`src/rtl/ico_spi_pkg.sv`:
```
// ico_spi_pkg: shared types and constants for the SPI control front-end
package ico_spi_pkg;

    localparam int SPI_BW = 8;
    localparam logic [SPI_BW-1:0] DEF_EP_ADDR = 8'h01;

    typedef enum logic [2:0] {
        IDLE,
        RX_ADDR,
        LOAD_FIRST,
        RX_DATA,
        POST
    } state_t;

endpackage

```
`src/rtl/ico_spi_sync.sv`:
```
// ico_spi_sync: 2-FF synchronizer with rising/falling edge detect on the synchronized level
module ico_spi_sync (
    input  logic clk,
    input  logic reset,
    input  logic d,
    output logic q,
    output logic rise,
    output logic fall
);

    logic [2:0] sr;

    // two metastability stages plus one history stage for edge detection
    always_ff @(posedge clk or posedge reset)
        if (reset) sr <= '0;
        else sr <= {sr[1:0], d};

    assign q    = sr[1];
    assign rise = sr[1] & ~sr[2];
    assign fall = ~sr[1] & sr[2];

endmodule

```
`src/rtl/ico_spi_ctrl.sv`:
```
// ico_spi_ctrl: SPI mode-0 slave that addresses a control endpoint and runs the hd/so/si strobe protocol
module ico_spi_ctrl
    import ico_spi_pkg::*;
#(
    parameter logic [SPI_BW-1:0] EP_ADDR = DEF_EP_ADDR,
    parameter int                CLK_KHZ = 12000
) (
    input  logic              clk,
    input  logic              reset,
    input  logic              spi_sck,
    input  logic              spi_csn,
    input  logic              spi_mosi,
    output logic              spi_miso,
    output logic              spi_ctrl_si,
    output logic              spi_ctrl_so,
    output logic              spi_ctrl_hd,
    output logic [SPI_BW-1:0] spi_ctrl_di,
    input  logic [SPI_BW-1:0] spi_ctrl_do,
    output logic              epsel
);

    logic sck_q, sck_rise, sck_fall;
    logic csn_q, csn_rise, csn_fall;
    logic mosi_q, mosi_rise, mosi_fall;
    logic unused_ok;

    state_t            state;
    logic [2:0]        cnt;
    logic [SPI_BW-2:0] rx_sh;
    logic [SPI_BW-1:0] rx_lat;
    logic [SPI_BW-1:0] tx_sh;
    logic [SPI_BW-1:0] rx_byte;
    logic              byte_done;
    logic              active;

    ico_spi_sync u_sck (.clk(clk), .reset(reset), .d(spi_sck),  .q(sck_q),  .rise(sck_rise),  .fall(sck_fall));
    ico_spi_sync u_csn (.clk(clk), .reset(reset), .d(spi_csn),  .q(csn_q),  .rise(csn_rise),  .fall(csn_fall));
    ico_spi_sync u_mosi(.clk(clk), .reset(reset), .d(spi_mosi), .q(mosi_q), .rise(mosi_rise), .fall(mosi_fall));

    assign unused_ok = &{1'b0, sck_q, csn_rise, mosi_rise, mosi_fall, (CLK_KHZ > 0)};

    assign active    = state != IDLE;
    assign rx_byte   = {rx_sh, mosi_q};
    assign byte_done = sck_rise && cnt == 3'd7;
    assign spi_miso  = ~csn_q & tx_sh[SPI_BW-1];

    // bit shifting, transaction FSM and registered strobes; csn high always wins
    always_ff @(posedge clk or posedge reset)
        if (reset) begin
            state       <= IDLE;
            cnt         <= '0;
            rx_sh       <= '0;
            rx_lat      <= '0;
            tx_sh       <= '0;
            spi_ctrl_di <= '0;
            spi_ctrl_hd <= 1'b0;
            spi_ctrl_so <= 1'b0;
            spi_ctrl_si <= 1'b0;
            epsel       <= 1'b0;
        end else begin
            spi_ctrl_hd <= 1'b0;
            spi_ctrl_so <= 1'b0;
            spi_ctrl_si <= 1'b0;
            if (active && sck_rise) begin
                cnt   <= cnt + 3'd1;
                rx_sh <= rx_byte[SPI_BW-2:0];
            end
            // the falling edge right after a byte boundary must keep the freshly loaded MSB
            if (active && sck_fall && cnt != 3'd0)
                tx_sh <= {tx_sh[SPI_BW-2:0], 1'b0};
            if (csn_q) begin
                state <= IDLE;
                epsel <= 1'b0;
            end else begin
                case (state)
                    IDLE: if (csn_fall) begin
                        cnt   <= '0;
                        tx_sh <= '0;
                        state <= RX_ADDR;
                    end
                    RX_ADDR: if (byte_done) begin
                        spi_ctrl_di <= rx_byte;
                        spi_ctrl_hd <= 1'b1;
                        epsel       <= rx_byte == EP_ADDR;
                        state       <= LOAD_FIRST;
                    end
                    LOAD_FIRST: begin
                        tx_sh       <= spi_ctrl_do;
                        spi_ctrl_so <= 1'b1;
                        state       <= RX_DATA;
                    end
                    RX_DATA: if (byte_done) begin
                        tx_sh  <= spi_ctrl_do;
                        rx_lat <= rx_byte;
                        state  <= POST;
                    end
                    POST: begin
                        spi_ctrl_di <= rx_lat;
                        spi_ctrl_si <= 1'b1;
                        state       <= RX_DATA;
                    end
                    default: state <= IDLE;
                endcase
            end
        end

endmodule
```
`config.mk`:
```
export PLATFORM = sky130hd
export DESIGN_NAME = ico_spi_ctrl
export DESIGN_NICKNAME = d
export VERILOG_FILES = /design/src/rtl/ico_spi_pkg.sv /design/src/rtl/ico_spi_sync.sv /design/src/rtl/ico_spi_ctrl.sv
export SDC_FILE = /design/constraint.sdc
export NUM_CORES = 1
export LEC_CHECK = 0
export ABC_AREA = 1
export ABC_CLOCK_PERIOD_IN_PS = 2000
export BUFFER_PORTS_ARGS = -buffer_cell sky130_fd_sc_hd__buf_4
export CAP_MARGIN = 5
export CORE_AREA = 2 2 71 73
export CTS_CLUSTER_DIAMETER = 150
export DETAILED_ROUTE_END_ITERATION = 10
export DIE_AREA = 0 0 73 75
export MAX_ROUTING_LAYER = met4
export PLACE_DENSITY_LB_ADDON = 0.2
export SLEW_MARGIN = 20
export SYNTH_ARGS = -nofsm -noshare
export SYNTH_HDL_FRONTEND = slang
export SYNTH_SLANG_ARGS = --single-unit
```
`constraint.sdc`:
```
create_clock -name clk -period 2 [get_ports clk]
set_input_delay 0.1 -clock clk [delete_from_list [all_inputs] [get_ports clk]]
set_output_delay 0.1 -clock clk [all_outputs]
set_load 0.01 [all_outputs]
```
# [Yosys cells after proc, flatten, opt, wreduce, memory -nomap -nowiden]
# Index checks and enable logic that the tools add are counted.
[word_totals] regBits=49 latch_bits=0 mem_bits_rw=0 rom_bits=0 out_inout_bits=13 wordCells=72 n_memories=0
[classes] n_addsub=1 multipliers=0 n_div=0 magnitude_cmp=0 n_eq_ne=10 shift=0 n_mux=26 n_bitwise=7 reduce_logical=15
[op_table] cell="$mux 8" n=5
[op_table] cell="$mux 3" n=8
[op_table] cell="$pmux 8 s3" n=1
[op_table] cell="$pmux 8 s2" n=1
[op_table] cell="$pmux 3 s4" n=1
[op_table] cell="$mux 1" n=10
[op_table] cell="$ne 3x2->1 const B" n=3
[op_table] cell="$reduce_and 3->1" n=3
[op_table] cell="$eq 8x1->1 const B" n=1
[op_table] cell="$eq 3x2->1 const B" n=2
[op_table] cell="$eq 3x3->1 const B" n=2
[op_table] cell="$reduce_bool 2->1" n=3
[op_table] cell="$reduce_bool 3->1" n=2
[op_table] cell="$and 1x1->1" n=4
[op_table] cell="$logic_and 1x1->1" n=4
[op_table] cell="$add 3x1->3 const B" n=1
[op_table] cell="$eq 3x1->1 const B" n=1
[op_table] cell="$logic_not 3->1" n=1
[op_table] cell="$not 1->1" n=3
[op_table] cell="$ne 2x2->1 const B" n=1
[op_table] cell="$reduce_and 2->1" n=1
[op_table] cell="$reduce_or 2->1" n=1

# [Longest topological paths before layout]
[logic_depth] word_depth=8 mapped_depth=9 mapped_depth_nobuf=9

# [By module]
# Synthesis repeated with hierarchy kept, for this count alone.
[hier_totals] hier_cells=267 area_unflattened_um2=2362.3
[by_module_without_submodules] module="ico_spi_ctrl" n_inst=1 cells_each=243 area_each_um2=2080.7
[by_module_without_submodules] module="ico_spi_sync" n_inst=3 cells_each=8 area_each_um2=93.8

# [Worst setup path after synthesis]
# Ideal clock, no wire load.
[synth_timing] kind="register -> register" start="register cnt[0]" end="register spi_ctrl_di[0]" setup_time_ns=0.118 arrival_ns=1.322 required_time_ns=1.882 setup_slack_ns=0.561 path_stages_with_launch=9 period_less_slack_ns=1.439 cell_sequence="dfrtp_1 > ha_1 > ha_1 > nand3_1 > nor2_2 > nand2_4 > nand2_4 > nand2_1 > nand2_1"
[synth_via] elab_chain_cells=4
[synth_lines] element="start: declaration" line_no="ico_spi_ctrl.sv:28" text="logic [2:0] cnt;"
[synth_lines] element="start signal: assignment" line_no="ico_spi_ctrl.sv:65" text="cnt <= cnt + 3'd1;"
[synth_lines] element="$eq 3x3->1" line_no="ico_spi_ctrl.sv:44" text="assign byte_done = sck_rise && cnt == 3'd7;"
[synth_lines] element="$logic_and 1x1->1" line_no="ico_spi_ctrl.sv:44"
[synth_lines] element="$ne 2x2->1 (no source line)"
[synth_lines] element="$reduce_and 3->1 (no source line)"
[synth_lines] element="end signal: assignment" line_no="ico_spi_ctrl.sv:82" text="spi_ctrl_di <= rx_byte;"
[synth_lines] element="end signal: assignment" line_no="ico_spi_ctrl.sv:98" text="spi_ctrl_di <= rx_lat;"
[synth_lines] element="end: declaration" line_no="ico_spi_ctrl.sv:17" text="output logic [SPI_BW-1:0] spi_ctrl_di,"
# Every way passes these cells.
# A chain may end at the register's enable or synchronous reset.

# [Final worst setup path]
[layout_timing] start="register cnt[0]" end="register spi_ctrl_di[3]"
# Same word-level chain as after synthesis.

==> run_results.csv <==
group,metric,value,unit
power_and_ir_drop,peakVddDrop,0.482,mV
floorplanning,start_util,0.483,
global_route,grt_overflow,0,
sta,min_period,1630,ps
sta,finalHoldViolCount,0,
sta,rsz0062_at_grt,"no",
route,dr_total_vias,1751,
critical_path,critical_path_arrival,1880,ps
cts,cts_root_buffer,"clkbuf_8",
synthesis,synth_area_per_cell,8.83,sq um
critical_path,critPathKind,"flip-flop to flip-flop",
synthesis,syn_area,2250,sq um
floorplanning,core_area,4660,sq um
route,viasPerCell,4.97,
global_route,grt_max_degree,50,
synthesis,yosys.cell_types.count,24,
placement,dp.final_hpwl,2790,um
cts,postCtsSetupRepairBufs,0,
power_and_ir_drop,power.leakage,1.46,nW
synthesis,synth_nets,271,
cts,htree_levels,2,
finish,layout.cells.most_common,"nand2_1",
floorplanning,io_pins,26,
cts,cts_sinks,49,
min_path,min_path_type,"flip-flop to flip-flop",
route,routed_wirelength,4130,um
finish,insertedDiodeCount,0,
global_route,antenna_found_initial,0,
floorplanning,rows,25,
cts,cts_hold_buf,12,
sta,setup_viol,0,
sta,setup_tns,0,ps
route,routedWlPerCell,11.7,um
synthesis,yosysSeqAreaShare,0.544,
placement,placed_area,2500,sq um
finish,final_area,2710,sq um
cts,cts_tree,"built",
finish,nNetsFinal,313,
cts,numCtsBuffers,5,
placement,place.gp.congestion,0.859,
route,drtPass1Iterations,4,
critical_path,cp.required,2240,ps
synthesis,synthCells,255,
finish,areaGrowthSynthToFinish,20.3,%
floorplanning,die_h,75,um
global_route,track_usage,0.171,
finish,drive_gt1_frac,0.208,
route,drt_iter0_drc,140,
finish,layout_common_cells,"nand2_1 (79), dfrtp_1 (49), buf_4 (27)",
synthesis,yosysTopAreaCell,"dfrtp_1",
outcome,status,"complete, no violations",
sta,fin_skew,6.25,ps
placement,io_buffers,25,
critical_path,worstSetupEndpointType,"flip-flop",
synthesis,yosysWarnings,0,
run,drv_cap,0,
sta,slew_headroom,0.685,
cts,cts.path.max_buffers,2,
sta,slew_viol_final,0,
synthesis,synth_seq_cells,49,
cts,cts_resized,0,
route,final_antenna_net_count,0,
synthesis,ys_top_cells_by_area,"dfrtp_1 (54%), nand2_1 (13%), nand3_1 (5.1%), inv_1 (4.2%), nor2_1 (3.2%)",
cts,cts.clk_slew.worst_paths,90,ps
sta,tightest_slew,471,ps
route,drc,0,
critical_path,critPathLaunchType,"flip-flop",
floorplanning,fp.dieW,73,um
global_route,grt_pass1_wl,6940,um
sta,fmax,613,MHz
cts,insertion_delay,300,ps
critical_path,crit_fanout,10,
floorplanning,fp.dieArea,5480,sq um
finish,fillers,430,
power_and_ir_drop,power_density,1050,nW/um^2
synthesis,synth_top_area_share,0.544,
global_route,grt_pass1_vias,1513,
sta,finalCritPeriodShare,0.815,
[cell type report]
| class | count | area (sq um) | area share |
|---|---|---|---|
| clock inverter | 3 | 21.3 | 0.00785 |
| sequential | 49 | 1230 | 0.452 |
| tap | 54 | 67.6 | 0.0249 |
| inverter | 27 | 101 | 0.0374 |
| timing repair buffer | 40 | 343 | 0.127 |
| multi-input combinational | 174 | 882 | 0.325 |
| clock buffer | 5 | 68.8 | 0.0254 |
[power by group]
part / leakage, nW / internal, W / switching, W
logic: 0.765 / 0.000337 / 0.000576
registers: 0.647 / 0.00120 / 0.000137
clock network: 0.0445 / 0.000249 / 0.000341
total: 1.46 / 0.00179 / 0.00105
[per-stage QoR]
stage	setup slack, ps	cells	util	total power (W)	hold slack (ps)
3_5_place_dp	392	332	0.536	0.00226	172
5_1_grt	229	352	0.581	0.00307	365
2_1_floorplan	561	255	-	0.00203	131
3_3_place_gp	426	332	0.536	0.00225	168
6_report	370	352	0.581	0.00284	355
4_1_cts	369	352	0.581	0.00288	358
[layer usage]
metal	wire length, um	part of all wire	global-route usage
met2	1750	0.42	0.242
met1	2180	0.53	0.238
met5	0	0	-
met3	124	0.030	0.0361
met4	76	0.018	0.0741
[cells by family after synthesis]
logic type,Yosys count,share of synthesized area
fa+ha+maj,3,0.0167
compound gates,32,0.0872
flops,49,0.544
simple gates,139,0.288
buf+inv,32,0.0639
[worst max-delay path: stages, from the launching register on]
cell	delay (ps)
dfrtp_1	380
ha_1	150
ha_1	200
nand3_1	220
nor2_2	240
nand2_4	120
nand2_4	120
nand2_1	80
nand2_1	60
[final timing paths]
| path | endpoint | slack (ps) | start | depth (start not counted) |
|---|---|---|---|---|
| hold / removal | u_csn.sr[1]$_DFF_PP0_ | 360 | u_csn.sr[0]$_DFF_PP0_ | 0 |
| setup / recovery | spi_ctrl_di[3]$_DFFE_PP0P_ | 370 | cnt[0]$_DFF_PP0_ | 8 |
| hold reg to reg | u_csn.sr[1]$_DFF_PP0_ | 360 | u_csn.sr[0]$_DFF_PP0_ | 0 |
| max in group asynchronous | spi_ctrl_di[0]$_DFFE_PP0P_ | 1380 | reset | 4 |
| min in group asynchronous | tx_sh[0]$_DFF_PP0_ | 390 | reset | 4 |
| setup reg to reg | spi_ctrl_di[3]$_DFFE_PP0P_ | 370 | cnt[0]$_DFF_PP0_ | 8 |
[registers in the layout, indices dropped and copies added, names as in the netlist, 3 cells and up]
name	flops
tx_sh	8
rx_sh	7
state	3
u_csn.sr	3
cnt	3
spi_ctrl_di	8
rx_lat	8
u_sck.sr	3
[cells in the mapped netlist, drive strengths merged]
cell    number
ha           3
buf          5
nand4        4
nand3       26
a21oi       13
inv         27
dfrtp       49
nor2        23
o211ai       1
o21ai       18
nand2       85
nand3b       1
No activity file was read; power rests on OpenSTA's default activity.
